==> src/rtl/uart_alu_intf.sv <==
`timescale 1ns/1ps
// Frame collector between the UART receiver and a combinational ALU: gathers A, B, opcode,
// launches the result to the transmitter. Optional inter-byte timeout: UART_ALU_TIMEOUT_EN.
module uart_alu_intf #(
  parameter int NB_DATA       = 8,
  parameter int NB_OP         = 6,
  parameter int NB_TOUT       = 16,
  parameter int TIMEOUT_TICKS = 50000
) (
  input  logic               clk,
  input  logic               i_rst,
  input  logic [NB_DATA-1:0] i_rx_data,
  input  logic               i_rx_done,
  input  logic               i_tx_done,
  input  logic               i_tick,
  input  logic [NB_DATA-1:0] i_alu_result,
  output logic [NB_DATA-1:0] o_data_a,
  output logic [NB_DATA-1:0] o_data_b,
  output logic [NB_OP-1:0]   o_op,
  output logic [NB_DATA-1:0] o_tx_data,
  output logic               o_tx_start,
  output logic               o_overrun,
  output logic               o_timeout
);

  typedef enum logic [5:0] {
    ST_A       = 6'b000001,
    ST_B       = 6'b000010,
    ST_OP      = 6'b000100,
    ST_EXEC    = 6'b001000,
    ST_SEND    = 6'b010000,
    ST_WAIT_TX = 6'b100000
  } state_t;

  state_t               state, state_next;
  logic [NB_DATA-1:0]   a_reg, b_reg, tx_reg;
  logic [NB_OP-1:0]     op_reg;
  logic                 overrun_reg;
  logic                 tout_fire;

`ifdef UART_ALU_TIMEOUT_EN
  logic [NB_TOUT-1:0] tout_cnt;
  logic               timeout_reg;
  logic               in_frame;

  assign in_frame  = (state == ST_B) || (state == ST_OP);
  // A byte arriving together with the expiring tick takes priority over the timeout.
  assign tout_fire = in_frame && i_tick && !i_rx_done &&
                     (tout_cnt == NB_TOUT'(TIMEOUT_TICKS - 1));

  always_ff @(posedge clk or posedge i_rst) begin
    if (i_rst) begin
      tout_cnt    <= '0;
      timeout_reg <= 1'b0;
    end else begin
      timeout_reg <= tout_fire;
      if (!in_frame || i_rx_done)
        tout_cnt <= '0;
      else if (i_tick)
        tout_cnt <= tout_cnt + NB_TOUT'(1);
    end
  end

  assign o_timeout = timeout_reg;
`else
  logic               unused_tick;
  logic [NB_TOUT-1:0] unused_tout;

  assign unused_tick = i_tick;
  assign unused_tout = NB_TOUT'(TIMEOUT_TICKS);
  assign tout_fire   = 1'b0;
  assign o_timeout   = 1'b0;
`endif

  // NOTE: sequential state uses non-blocking assignments so every flop samples pre-edge values.
  always_ff @(posedge clk or posedge i_rst) begin
    if (i_rst)
      state <= ST_A;
    else
      state <= state_next;
  end

  always_comb begin
    // NOTE: default assignment first keeps this block free of inferred latches.
    state_next = state;
    case (state)
      ST_A:       if (i_rx_done) state_next = ST_B;
      ST_B:       if (i_rx_done) state_next = ST_OP;
                  else if (tout_fire) state_next = ST_A;
      ST_OP:      if (i_rx_done) state_next = ST_EXEC;
                  else if (tout_fire) state_next = ST_A;
      ST_EXEC:    state_next = ST_SEND;
      ST_SEND:    state_next = ST_WAIT_TX;
      ST_WAIT_TX: if (i_tx_done) state_next = ST_A;
      default:    state_next = ST_A;
    endcase
  end

  always_comb begin
    o_tx_start = (state == ST_SEND);
  end

  // Operands are written only in their capture state, so the ALU inputs hold through the send.
  always_ff @(posedge clk or posedge i_rst) begin
    if (i_rst) begin
      a_reg       <= '0;
      b_reg       <= '0;
      op_reg      <= '0;
      tx_reg      <= '0;
      overrun_reg <= 1'b0;
    end else begin
      case (state)
        ST_A: if (i_rx_done) begin
          a_reg       <= i_rx_data;
          overrun_reg <= 1'b0;
        end
        ST_B:  if (i_rx_done) b_reg <= i_rx_data;
        ST_OP: if (i_rx_done) op_reg <= i_rx_data[NB_OP-1:0];
        ST_EXEC: begin
          tx_reg <= i_alu_result;
          if (i_rx_done) overrun_reg <= 1'b1;
        end
        ST_SEND, ST_WAIT_TX: if (i_rx_done) overrun_reg <= 1'b1;
        default: ;
      endcase
    end
  end

  assign o_data_a  = a_reg;
  assign o_data_b  = b_reg;
  assign o_op      = op_reg;
  assign o_tx_data = tx_reg;
  assign o_overrun = overrun_reg;

endmodule

==> config.mk <==
export PLATFORM = sky130hd
export DESIGN_NAME = uart_alu_intf
export DESIGN_NICKNAME = d
export VERILOG_FILES = /design/src/rtl/uart_alu_intf.sv
export SDC_FILE = /design/constraint.sdc
export NUM_CORES = 1
export LEC_CHECK = 0
export ABC_AREA = 1
export BUFFER_PORTS_ARGS = -buffer_cell sky130_fd_sc_hd__buf_4
export CELL_PAD_IN_SITES_DETAIL_PLACEMENT = 2
export CELL_PAD_IN_SITES_GLOBAL_PLACEMENT = 2
export CORE_AREA = 2 2 78 80
export DETAILED_ROUTE_END_ITERATION = 8
export DIE_AREA = 0 0 80 82
export PLACE_DENSITY_LB_ADDON = 0.1
export SYNTH_ARGS = -nofsm -noshare
export SYNTH_HDL_FRONTEND = slang
export SYNTH_SLANG_ARGS = --single-unit
==> constraint.sdc <==
create_clock -name clk -period 1.6 [get_ports clk]
set_clock_uncertainty 0.05 [all_clocks]
set_input_delay 0.32 -clock clk [delete_from_list [all_inputs] [get_ports clk]]
set_output_delay 0.32 -clock clk [all_outputs]
set_load 0.01 [all_outputs]
==> results of run 1 <==
worst max-delay path by stage:
stage                       to  slack, ns  depth (start not counted)
floorplan            o_overrun       0.26                          6
global placement    o_tx_start       0.18                          4
detailed placement  o_tx_start       0.08                          4
CTS                 o_tx_start      0.005                          4
global route        o_tx_start      -0.03                          4
finish              o_tx_start       0.04                          4
state kept, by name (all words and copies together), names as in the netlist:
signal / count
state: 6
o_data_b: 8
o_overrun: 1
o_data_a: 8
o_op: 6
o_tx_data: 8
synth_stat cells:
| cell | n |
|---|---|
| nor2_4 | 2 |
| nor2_8 | 1 |
| nand4_1 | 5 |
| dfrtp_1 | 36 |
| nand4_4 | 3 |
| o21ai_1 | 1 |
| nand2_1 | 55 |
| nor2_1 | 3 |
| o21ai_2 | 22 |
| inv_1 | 16 |
| nand2_2 | 1 |
| inv_2 | 2 |
| buf_6 | 3 |
| nand4_2 | 1 |
| conb_1 | 1 |
| and3_1 | 1 |
| dfstp_2 | 1 |
| nand3_1 | 4 |
| buf_4 | 1 |
| nor2_2 | 3 |
worst max-delay path, delay by kind of cell (launching register included):
family	cells	cell delay (ns)
simple gates	2	0.16
flops	1	0.55
buf+inv	2	0.19
layout make-up:
type	instances	area share [%]
multi-input combinational	103	27.1
sequential	37	40.6
tap	75	4.10
timing repair buffer	63	21.4
inverter	18	2.95
clock buffer	7	3.77
where the power goes:
part | internal, mW | switching (mW)
Sequential | 1.31 | 0.230
Clock | 0.342 | 0.305
Combinational | 0.832 | 0.893
Total | 2.49 | 1.43
what timing repair did:
action | CTS | global route
endpoints found under the setup margin | 1 | 1
pin swaps | 3 | 1
resized for setup | 1 | 2
buffers inserted | 5 | 1
cells by family after synthesis:
logic type / count (synthesis)
buffers and inverters: 22
AO/OA/AOI/OAI: 23
other: 1
flip-flops: 37
AND/OR/NAND/NOR: 79
per-layer routing:
| metal | vias to the layer above | part of all wire (%) | GRT usage [%] | wire length (um) |
|---|---|---|---|---|
| met5 | - | 0 | 0 | 0 |
| met4 | 0 | 0.84 | 4.58 | 36 |
| met3 | 5 | 4.4 | 3.96 | 190 |
| met2 | 25 | 53 | 23.6 | 2250 |
| met1 | 678 | 42 | 16.7 | 1800 |
| li1 | 641 | - | - | - |
==> flow_summary.yaml, run 1 <==
logic_synthesis:
  synthCells: 162
  synth_compound_area_share_pct: 11.9
  yosysWarnings: 0
  ys_seq_area_share_pct: 56.0
  synth_top_cell_by_area: "dfrtp_1"
  synth_top_area_share_pct: 54.4
  synthesis.area_um2: 1660
  synth_xor_area_share_pct: 0
  yosys.area_share.adder_pct: 0
  ys_seq_elements: 37
  synth-simple-area-share_pct: 25.3
  synth_top_family_by_area: "simple AND/OR/NAND/NOR gates"
  syn-num-nets: 183
  yosysUniqueCellTypes: 20
  syn_area_per_cell_um2: 10.2
  synth.area.mux_share_pct: 0
  synth.area.top_cells: "dfrtp_1, nand2_1, o21ai_2, nand4_4, inv_1"
setup_path:
  reg2regPathDepth: 7
  crit_path_top_delay_cell: "dfstp_2"
  path_cells: "nor2_4 > nand4_1 > inv_1 > buf_6"
  rr_startpoint: "state[0]"
  reg2reg_to: "o_data_a[6]"
  startpoint_type: "flop"
  crit_fanout: 3
  slowest_delay_ns: 0.55
  arrival_ns: 1.19
  r2r_slack_ns: 0.10
  worstSetupPathType: "flop to primary output"
  startpoint: "state[0]"
  cp.required_ns: 1.23
  endpoint_kind: "primary output"
clock_tree:
  cts_tree: "built"
  cts.sinks: 37
  clk_latency_ns: 0.28
  clk_path_buf_depth: 2
  cts_hold_buf: 0
  clock-root-buffer: "clkbuf_8"
  cts_max_level: 2
  clk_pin_slew_ns: 0.07
  cts_buffers: 5
floorplanning:
  io_pins: 54
  rows: 28
  die_y_um: 82
  dieArea_um2: 6560
  start_util_pct: 28.8
  die_w_um: 80
  core_um2: 5750
final_layout:
  fin_area_um2: 2290
  fin_cells: 303
  layout_commonest_cell: "buf_4"
  drive_gt1_share_pct: 46.9
  regArea_um2: 930
  layout_common_cells: "buf_4, nand2_1, dfrtp_1, o21ai_2, inv_1"
  final_util_pct: 39.8
  antenna_cells: 0
  multi_input_area_um2: 621
  syn_to_final_growth_pct: 38.1
  fillers: 648
  layout.nets: 249
placed_design:
  place_congestion: 0.768
  dpl_worst_slack_ns: 0.0813
  io_buffers: 51
  dp_hpwl_um: 3160
  place_area_um2: 2150
  placedCellCount: 290
power:
  p_total_mw: 3.92
  peakVddDrop_uv: 664
  p_leak_nw: 1.20
  power_density_nw_per_um2: 1710
timing:
  finalHoldViolations: 0
  post-route-min-period_ns: 1.56
  finalSetupViolCount: 0
  tns_ns: 0
  slew_violations: 0
  fin_ws_ns: 0.0409
  period_share_pct: 97.4
  fmax_mhz: 641
  whs_ns: 0.0358
detailed_routing:
  drt_iter0_markers: 33
  via_per_inst: 4.45
  dr.pass1.iters: 4
  drc: 0
  dr_total_vias: 1349
  wl_um: 4270
  wl_per_cell_um: 14.1
  antenna_left: 0
global_route:
  grt_pass1_vias: 1445
  antenna_found_initial: 0
  gr-total-overflow: 0
  grt_start_max_net_pins: 38
  grt_pass1_wl_um: 6870
  grt_use_total_pct: 13.8
worst_hold_path:
  min-delay-path-class: "input pin to async pin"
flow_run:
  drv_cap: 0
outcome:
  status: "complete, no violations"
Power figures use the tool's default switching activity.
==> inputs of run 2 (changes only) <==
--- a/config.mk
+++ b/config.mk
@@ -9,9 +9,10 @@
 export BUFFER_PORTS_ARGS = -buffer_cell sky130_fd_sc_hd__buf_4
 export CELL_PAD_IN_SITES_DETAIL_PLACEMENT = 2
 export CELL_PAD_IN_SITES_GLOBAL_PLACEMENT = 2
-export CORE_AREA = 2 2 78 80
+export CORE_AREA = 2 2 77 79
+export CTS_BUF_LIST = sky130_fd_sc_hd__clkbuf_8
 export DETAILED_ROUTE_END_ITERATION = 8
-export DIE_AREA = 0 0 80 82
+export DIE_AREA = 0 0 79 81
 export PLACE_DENSITY_LB_ADDON = 0.1
 export SYNTH_ARGS = -nofsm -noshare
 export SYNTH_HDL_FRONTEND = slang
==> run 2 against run 1 <==
Compared with the run above:
- maximum frequency rose by 0.72%
- sequential cell count unchanged
- via count up 0.59%
- count of clock-buffer cells in the layout decreased by 2
- clock power about the same
- global-route usage rose by 1.5 points
- total power increased by 0.30%
- worst setup slack improved by 0.011 ns
- critical endpoint unchanged
- largest cell class unchanged
- largest power group unchanged
- highest routed layer unchanged
==> flow_summary.yaml, run 2 (synthesis results as in run 1) <==
global_route:
  grt_pass1_wl_um: 7470
  grt_use_total_pct: 15.2
  gr-total-overflow: 0
  antenna_found_initial: 0
  grt_start_max_net_pins: 38
  grt_pass1_vias: 1501
setup_path:
  r2r_slack_ns: 0.08
  endpoint_kind: "primary output"
  arrival_ns: 1.18
  rr_startpoint: "state[0]"
  startpoint: "state[1]"
  worstSetupEndpoint: "o_tx_start"
  crit_fanout: 3
  worstSetupPathType: "flop to primary output"
  reg2reg_to: "o_data_a[5]"
  cp.required_ns: 1.23
  reg2regPathDepth: 7
  startpoint_type: "flop"
placed_design:
  dp_hpwl_um: 3230
  dpl_worst_slack_ns: 0.112
  place_congestion: 0.656
  place_area_um2: 2160
  placedCellCount: 288
  io_buffers: 51
final_layout:
  syn_to_final_growth_pct: 37.9
  fin_cells: 301
  fin_area_um2: 2280
  layout_commonest_cell: "buf_4"
  drive_gt1_share_pct: 46.5
  fillers: 641
  layout.nets: 246
  antenna_cells: 0
  layout_common_cells: "buf_4, nand2_1, dfrtp_1, o21ai_2, inv_1"
  regArea_um2: 928
  multi_input_area_um2: 621
worst_hold_path:
  min-delay-path-class: "input pin to async pin"
clock_tree:
  cts_tree: "built"
  clk_latency_ns: 0.28
  clock-root-buffer: "clkbuf_8"
  cts_buffers: 5
  clk_path_buf_depth: 2
  cts.sinks: 37
  cts_max_level: 2
  clk_pin_slew_ns: 0.08
detailed_routing:
  drc: 0
  wl_per_cell_um: 14.7
  dr_total_vias: 1357
  drt_iter0_markers: 43
  wl_um: 4430
  antenna_left: 0
  via_per_inst: 4.51
  dr.pass1.iters: 4
timing:
  period_share_pct: 96.7
  fmax_mhz: 646
  rsz0062_at_grt: "true"
  finalSetupViolCount: 0
  slew_violations: 0
  finalHoldViolations: 0
  fin_ws_ns: 0.0520
  post-route-min-period_ns: 1.55
floorplanning:
  start_util_pct: 29.2
  die_y_um: 81
  die_w_um: 79
  rows: 28
  core_um2: 5680
  dieArea_um2: 6400
  io_pins: 54
outcome:
  status: "complete, no violations"
power:
  power_density_nw_per_um2: 1720
  p_leak_nw: 1.20
  peakVddDrop_uv: 591
flow_run:
  drv_cap: 0
run 2: changes by cell type in the layout (fill, tap and decap cells not counted):
cell,before,now
buf_12,1,3
clkbuf_8,6,5
buf_6,1,0
clkinvlp_4,0,1
buf_4,61,57
clkbuf_1,1,0
dfrtp_2,2,1
dfrtp_1,34,35
clkinv_2,0,2
run 2: report_power, final:
| part | internal (mW) | leakage (nW) | total [mW] | switching (mW) |
|---|---|---|---|---|
| Sequential | 1.31 | 0.448 | 1.53 | 0.223 |
| Clock | 0.301 | 0.0439 | 0.647 | 0.347 |
| Combinational | 0.840 | 0.704 | 1.75 | 0.906 |
run 2: through the flow:
step | power, mW | util [%] | hold slack (ns) | setup TNS (ns)
4_1_cts | 4.01 | 40.1 | 0.0249 | 0
5_1_grt | 4.25 | 40.3 | 0.0245 | -0.0165
3_3_place_gp | 3.17 | 38.1 | 0.343 | 0
2_1_floorplan | 2.44 | - | 0.380 | 0
3_5_place_dp | 3.28 | 38.1 | 0.351 | 0
6_report | 3.93 | 40.3 | 0.0326 | 0
run 2: layer usage:
| metal | global-route usage [%] | up-vias | part of all wire [%] |
|---|---|---|---|
| li1 | - | 643 | - |
| met1 | 17.5 | 677 | 40 |
| met2 | 27.5 | 35 | 55 |
| met3 | 4.78 | 2 | 4.9 |
| met4 | 4.14 | 0 | 0.43 |
| met5 | 0 | - | 0 |
run 2: worst min path at each step:
stage / to / slack (ns)
after floorplan: o_tx_data[0] / 0.38
after global placement: o_tx_data[5] / 0.34
after detailed placement: o_tx_data[5] / 0.35
after CTS: o_tx_data[5] / 0.02
after global routing: o_data_a[4] / 0.02
final: o_tx_data[5] / 0.03
run 2: cell type report:
type / instances / area share [%]
sequential: 37 / 40.6
multi-input combinational: 103 / 27.2
timing repair buffer: 60 / 21.4
tap: 75 / 4.11
clock buffer: 5 / 3.01
inverter: 18 / 2.96
clock inverter: 3 / 0.767
run 2: repair_timing:
| action | CTS | global route |
|---|---|---|
| buffers inserted | 4 | 1 |
| gates resized for setup | 1 | 0 |
| pin swaps | 2 | 1 |
| setup endpoints to repair | 1 | 2 |
| gates cloned | 0 | 0 |
| hold buffers | 0 | 0 |
run 2: worst max-delay path, cell delays in order, from the launching register on:
cell and delay, ns:
dfrtp_1 0.43, nor2_4 0.16, nand4_1 0.11, inv_1 0.08
buf_4 0.11
